**src/rtl/writeback_arbiter.sv**
```systemverilog
// Round-robin write-back arbiter feeding the single regfile write port through a registered stage.
// Define WB_ARB_FIXED_PRIO_EN for fixed priority (pipe 0 highest) instead of round-robin.
module writeback_arbiter #(
    parameter type t_entry     = logic [31:0],
    parameter int  p_num_regs  = 32,
    parameter int  p_num_pipes = 2,
    localparam int p_addr_bits = $clog2(p_num_regs),
    localparam int p_ptr_bits  = (p_num_pipes > 1) ? $clog2(p_num_pipes) : 1
) (
    input  logic                                    clk,
    input  logic                                    rst,
    input  logic [p_num_pipes-1:0]                  pipe_val,
    output logic [p_num_pipes-1:0]                  pipe_rdy,
    input  logic [p_num_pipes-1:0][p_addr_bits-1:0] pipe_waddr,
    input  t_entry                                  pipe_wdata [p_num_pipes],
    output logic [p_addr_bits-1:0]                  waddr,
    output t_entry                                  wdata,
    output logic                                    wen
);

    logic [p_num_pipes-1:0] grant;
    logic [p_num_pipes-1:0] fire;
    logic                   fire_any;
    logic [p_ptr_bits-1:0]  sel;

    logic [p_addr_bits-1:0] waddr_p1;
    t_entry                 wdata_p1;
    logic                   wen_p1;

`ifdef WB_ARB_FIXED_PRIO_EN
    always_comb begin
        grant = '0;
        for (int i = p_num_pipes - 1; i >= 0; i--) begin
            if (pipe_val[i]) begin
                grant    = '0;
                grant[i] = 1'b1;
            end
        end
    end
`else
    logic [p_ptr_bits-1:0] ptr;

    // Two passes: requesters at or above ptr first, then the wrapped-around ones below it.
    always_comb begin
        logic found;
        grant = '0;
        found = 1'b0;
        for (int i = 0; i < p_num_pipes; i++) begin
            if (!found && pipe_val[i] && (i >= int'(ptr))) begin
                grant[i] = 1'b1;
                found    = 1'b1;
            end
        end
        for (int i = 0; i < p_num_pipes; i++) begin
            if (!found && pipe_val[i] && (i < int'(ptr))) begin
                grant[i] = 1'b1;
                found    = 1'b1;
            end
        end
    end
`endif

    assign pipe_rdy = grant & {p_num_pipes{~rst}};
    assign fire     = pipe_val & pipe_rdy;
    assign fire_any = |fire;

    always_comb begin
        sel = '0;
        for (int i = 0; i < p_num_pipes; i++) begin
            if (fire[i]) sel = p_ptr_bits'(i);
        end
    end

`ifndef WB_ARB_FIXED_PRIO_EN
    always_ff @(posedge clk) begin
        if (rst) begin
            ptr <= '0;
        end else if (fire_any) begin
            ptr <= (sel == p_ptr_bits'(p_num_pipes - 1)) ? '0 : sel + 1'b1;
        end
    end
`endif

    // Stage p1: registered write port; writes to x0 complete the handshake but never assert wen.
    always_ff @(posedge clk) begin
        if (rst) begin
            wen_p1   <= 1'b0;
            waddr_p1 <= '0;
            wdata_p1 <= t_entry'('0);
        end else begin
            wen_p1 <= fire_any && (pipe_waddr[sel] != '0);
            if (fire_any) begin
                waddr_p1 <= pipe_waddr[sel];
                wdata_p1 <= pipe_wdata[sel];
            end
        end
    end

    assign waddr = waddr_p1;
    assign wdata = wdata_p1;
    assign wen   = wen_p1;

endmodule

```
**config.mk**
```make
export PLATFORM = sky130hd
export DESIGN_NAME = writeback_arbiter
export DESIGN_NICKNAME = d
export VERILOG_FILES = /design/src/rtl/writeback_arbiter.sv
export SDC_FILE = /design/constraint.sdc
export NUM_CORES = 1
export LEC_CHECK = 0
export CAP_MARGIN = 15
export CORE_UTILIZATION = 34
export CTS_CLUSTER_SIZE = 8
export DETAILED_ROUTE_END_ITERATION = 10
export GPL_TIMING_DRIVEN = 0
export HOLD_SLACK_MARGIN = 0.15
export PLACE_DENSITY = 0.77
export SLEW_MARGIN = 40
export SYNTH_ARGS = -nofsm -noshare
export SYNTH_HDL_FRONTEND = slang
export SYNTH_SLANG_ARGS = --single-unit
```
**constraint.sdc**
```tcl
create_clock -name clk -period 1.4 [get_ports clk]
set_clock_uncertainty 0.1 [all_clocks]
set_input_delay 0.14 -clock clk [delete_from_list [all_inputs] [get_ports clk]]
set_output_delay 0.14 -clock clk [all_outputs]
set_load 0.05 [all_outputs]
```
# --- After elaboration in Yosys (flattened, before gate mapping) ---
# Cells that the tools add are included.
op_classes:
  mux: 11
  reduce_logical: 9
  bitwise_logic: 4
  magnitude_cmp: 4
  n_addsub: 1
ops:
  columns: ["op", "n"]
  rows:
  - ["2-to-1 mux 32 bit", 3]
  - ["2-to-1 mux 5 bit", 2]
  - ["2-to-1 mux 1 bit", 6]
  - ["logical AND 1 bit", 5]
  - ["nonzero test 5 bit", 1]
  - ["bitwise AND 2 bit", 2]
  - [">= comparator 2 bit, second input constant", 1]
  - ["logical NOT 1 bit", 2]
  - ["< comparator 1 x 2 -> 1 bit, second input constant", 1]
  - ["NOT 1 -> 2 bit", 1]
  - ["OR reduction 2 bit", 1]
  - ["adder 1 bit, second input constant", 1]
  - [">= comparator 1 bit, first input constant", 1]
  - ["< comparator 1 bit, first input constant", 1]
  - ["NOT 1 bit", 1]
word_totals:
  reg_bits: 39
  output_inout_bits: 40
  inputBits: 78

# --- Logic depth before layout (Yosys ltp) ---
depth:
  depth_word: 17
  depth_mapped: 5
  depth_no_buf: 3

# --- Least setup slack after synthesis ---
# OpenSTA, ideal clock, no wires.
synth_timing:
  path_kind: "reg-to-output"
  from: "register ptr"
  to: "output pipe_rdy[0]"
  required_time_ns: 1.160
  arrival_time_ns: 1.592
  path_stages_with_launch: 6
  setup_slack_ns: -0.432
  path_cell_list: "dfxtp_1 > nand2b_2 > and2_1 > buf_2 > buf_6 > nor2_1"
synth_via:
  elab_chain_cells: 11
synth_lines:
  columns: ["item", "line", "text"]
  rows:
  - ["from (decl)", "41", "logic [p_ptr_bits-1:0] ptr;"]
  - ["from (signal assigned)", "79", "ptr <= (sel == p_ptr_bits'(p_num_pipes - 1)) ? '0 : sel + 1'b1;"]
  - [">= comparator 1 bit", "49", "if (!found && pipe_val[i] && (i >= int'(ptr))) begin"]
  - ["logical AND 1 bit", "49", null]
  - ["2-to-1 mux 1 bit", "49", null]
  - ["logical NOT 1 bit", "49", null]
  - ["logical AND 1 bit", "49", null]
  - ["2-to-1 mux 1 bit", "49", null]
  - ["logical NOT 1 bit", "55", "if (!found && pipe_val[i] && (i < int'(ptr))) begin"]
  - ["logical AND 1 bit (2 in series)", "55", null]
  - ["2-to-1 mux 1 bit (*)", "55", null]
  - ["bitwise AND 2 bit (*)", "63", "assign pipe_rdy = grant & {p_num_pipes{~rst}};"]
  - ["to (decl)", "13", "output logic [p_num_pipes-1:0] pipe_rdy,"]
# Every way passes the cells marked *; elsewhere a longest branch is shown, timed or not.

# --- Worst setup path in the final report ---
layout_timing:
  from: "input pipe_val[0]"
  to: "output pipe_rdy[0]"
layout_via:
  elab_chain_cells: 10
layout_lines:
  columns: ["item", "line", "text"]
  rows:
  - ["from (decl)", "12", "input logic [p_num_pipes-1:0] pipe_val,"]
  - ["logical AND 1 bit", "49", null]
  - ["2-to-1 mux 1 bit", "49", null]
  - ["logical NOT 1 bit", "49", null]
  - ["logical AND 1 bit", "49", null]
  - ["2-to-1 mux 1 bit", "49", null]
  - ["logical NOT 1 bit", "55", null]
  - ["logical AND 1 bit (2 in series)", "55", null]
  - ["2-to-1 mux 1 bit (*)", "55", null]
  - ["bitwise AND 2 bit (*)", "63", null]
# Marked as above.

==> flow_summary.ini <==
[status]
status = complete, but fails checks
failed_checks = setup timing

[die]
die_area_um2 = 6020
die_w_um = 77.6
core_area_um2 = 5510
die_h_um = 77.6
row_count = 27
num_io_pins = 118
start_util = 0.353

[timing]
period_share = 1.08
layout_min_cycle_time_ps = 1520
rsz0062_at_grt = yes
finalSetupViolCount = 39
worst_pin_slew_ps = 806
max-slew-margin-rel = 0.463
hold_viol_final = 0
tns_ps = -1830
final_max_slew_viol_count = 0
fin_ws_ps = -118
max_freq_mhz = 659

[synth]
seq_area_frac_synth = 0.402
ys_types = 20
synth_cells = 188
syn_avg_cell_area_um2 = 10.3
syn_nets = 266
synth.cell_area_um2 = 1940
ys_ff_latch = 39
yosys_warnings = 0

[cts]
clk_latency_ps = 280
cts_sinks = 39
clk_pin_slew_ps = 80
clk_path_buf_depth = 2
cts_buffers = 5
cts_tree = yes
root_buffer = clkbuf_8
htreeDepth = 2
hold_buffers = 0

[detailed_routing]
wl_per_cell_um = 17.0
vias_per_cell = 5.36
totalWireLength_um = 6740
drc = 0
drt_pre_antenna_iters = 4
vias = 2129
ant_nets = 0
drtIter0Drc = 81

[cells_and_area]
design_area_um2 = 3830
fillerInstances = 434
final_nets = 403
antenna_cells = 0
syn_to_final_growth_pct = 97.0
layout-drive-gt1-share = 0.351
final_cells = 397

[pwr]
powerDensity_nw_per_um2 = 871
power.total_mw = 3.34
p_leak_nw = 1.52
vdd_drop_max_mv = 0.479

[setup_path]
crit_arrival_ps = 1280
cp-end-kind = primary output
cp-start-kind = input pin
crit_required_ps = 1160
crit_type = in2out
critPathMaxFanout = 10

[global_routing]
grt_overflow = 0
antenna_found_initial = 0
track_usage = 0.215
grt_pass1_vias = 2144
grt_pass1_wl_um = 10300
grt_max_degree = 12

[placement]
gp_congestion = 0.702
dpl_cell_area_um2 = 3230
dp_cells = 377
hpwlAfterDp_um = 4310
io_buffers = 117
dp_slack_ps = -1190

[worst_hold_path]
holdCritPathClass = in2reg

[job]
cap_violations = 0
[Yosys cell counts, drive strengths merged]
cell,n,area share
dfxtp,39,0.40
nor2b,1,0.0032
inv,37,0.071
a211oi,2,0.0077
or2,1,0.0032
nor2,3,0.0058
buf,18,0.073
a221o,37,0.19
a21oi,1,0.0026
nor3,1,0.0084
and2,1,0.0032
clkbuf,6,0.012
or4,2,0.0077
nand2b,2,0.0077
a2111oi,37,0.20
[cell families (layout without fill, tap and decap cells)]
group | count (synthesis) | in the layout | share of synthesized area
AND/OR/NAND/NOR | 11 | 11 | 0.0393
flip-flops | 39 | 39 | 0.402
buffers and inverters | 61 | 198 | 0.156
AO/OA/AOI/OAI | 77 | 77 | 0.403
[worst max-delay path, cell delays in order]
cell and delay [ps]:
clkdlybuf4s15_2 260, nor2_2 60, buf_6 130, buf_6 160, or2_4 260, nor2_4 110
buf_6 160
[cells in the final DEF, fill, tap and decap left out, types with 2 or more instances in the layout]
master           instances
a221o_1                 37
buf_4                    9
buf_6                    5
clkdlybuf4s15_1          9
buf_16                   3
buf_8                    6
a2111oi_4               18
clkbuf_8                 6
clkbuf_4                 4
dfxtp_1                 38
buf_12                   4
a2111oi_2               14
a2111oi_1                3
dlygate4sd2_1            2
inv_1                   37
or4_1                    2
a2111oi_0                2
buf_2                    3
clkbuf_2                28
clkdlybuf4s50_1         74
clkdlybuf4s15_2          4
[where the power goes]
group | internal [mW] | leakage, nW | switching, mW | total [mW]
Clock | 0.387 | 0.0470 | 0.391 | 0.778
Combinational | 0.560 | 1.14 | 0.732 | 1.29
Sequential | 1.21 | 0.324 | 0.0558 | 1.27
[layout make-up]
type | instances | area, µm² | area share
clock buffers | 6 | 82.6 | 0.0216
clock inverters | 1 | 5.00 | 0.00131
multi-input cells | 88 | 1240 | 0.325
well taps | 72 | 90.1 | 0.0235
inverters | 37 | 139 | 0.0363
flip-flops and latches | 39 | 782 | 0.204
plain buffers | 23 | 241 | 0.0630
repair buffers | 131 | 1250 | 0.325
[timing repair]
| action | CTS | global route |
|---|---|---|
| gates cloned | 3 | 0 |
| setup buffers | 8 | 3 |
| pin swaps | 17 | 16 |
| gates resized for setup | 145 | 89 |
| setup endpoints to repair | 79 | 69 |
[worst paths after layout]
kind | from | endpoint | slack (ps) | cells past startpoint
max | pipe_val[0] | pipe_rdy[0] | -120 | 7
max reg2reg | ptr | waddr[1] | -120 | 6
min reg2reg | wdata[25] | wdata[25] | 390 | 1
min | pipe_wdata[11] | wdata[11] | 360 | 2
[state kept, by name, summed over array words and instances, names as in the netlist]
signal and cells:
ptr 1, wen 1, waddr 5, wdata 32
[stage by stage]
stage / hold WS (ps) / util
finish: 357 / 0.696
global route: 356 / 0.696
CTS: 342 / 0.662
detailed placement: 370 / 0.587
global placement: 367 / 0.587
floorplan: 180 / -
[metal layers]
metal  wire [µm]  vias up  global-route usage
li1            -     1023                   -
met1        3040     1020               0.278
met2        3280       74               0.352
met3         287       12              0.0471
met4         122        0              0.0679
met5           0        -                   0
Note: power is estimated with default switching activity, not from simulation.
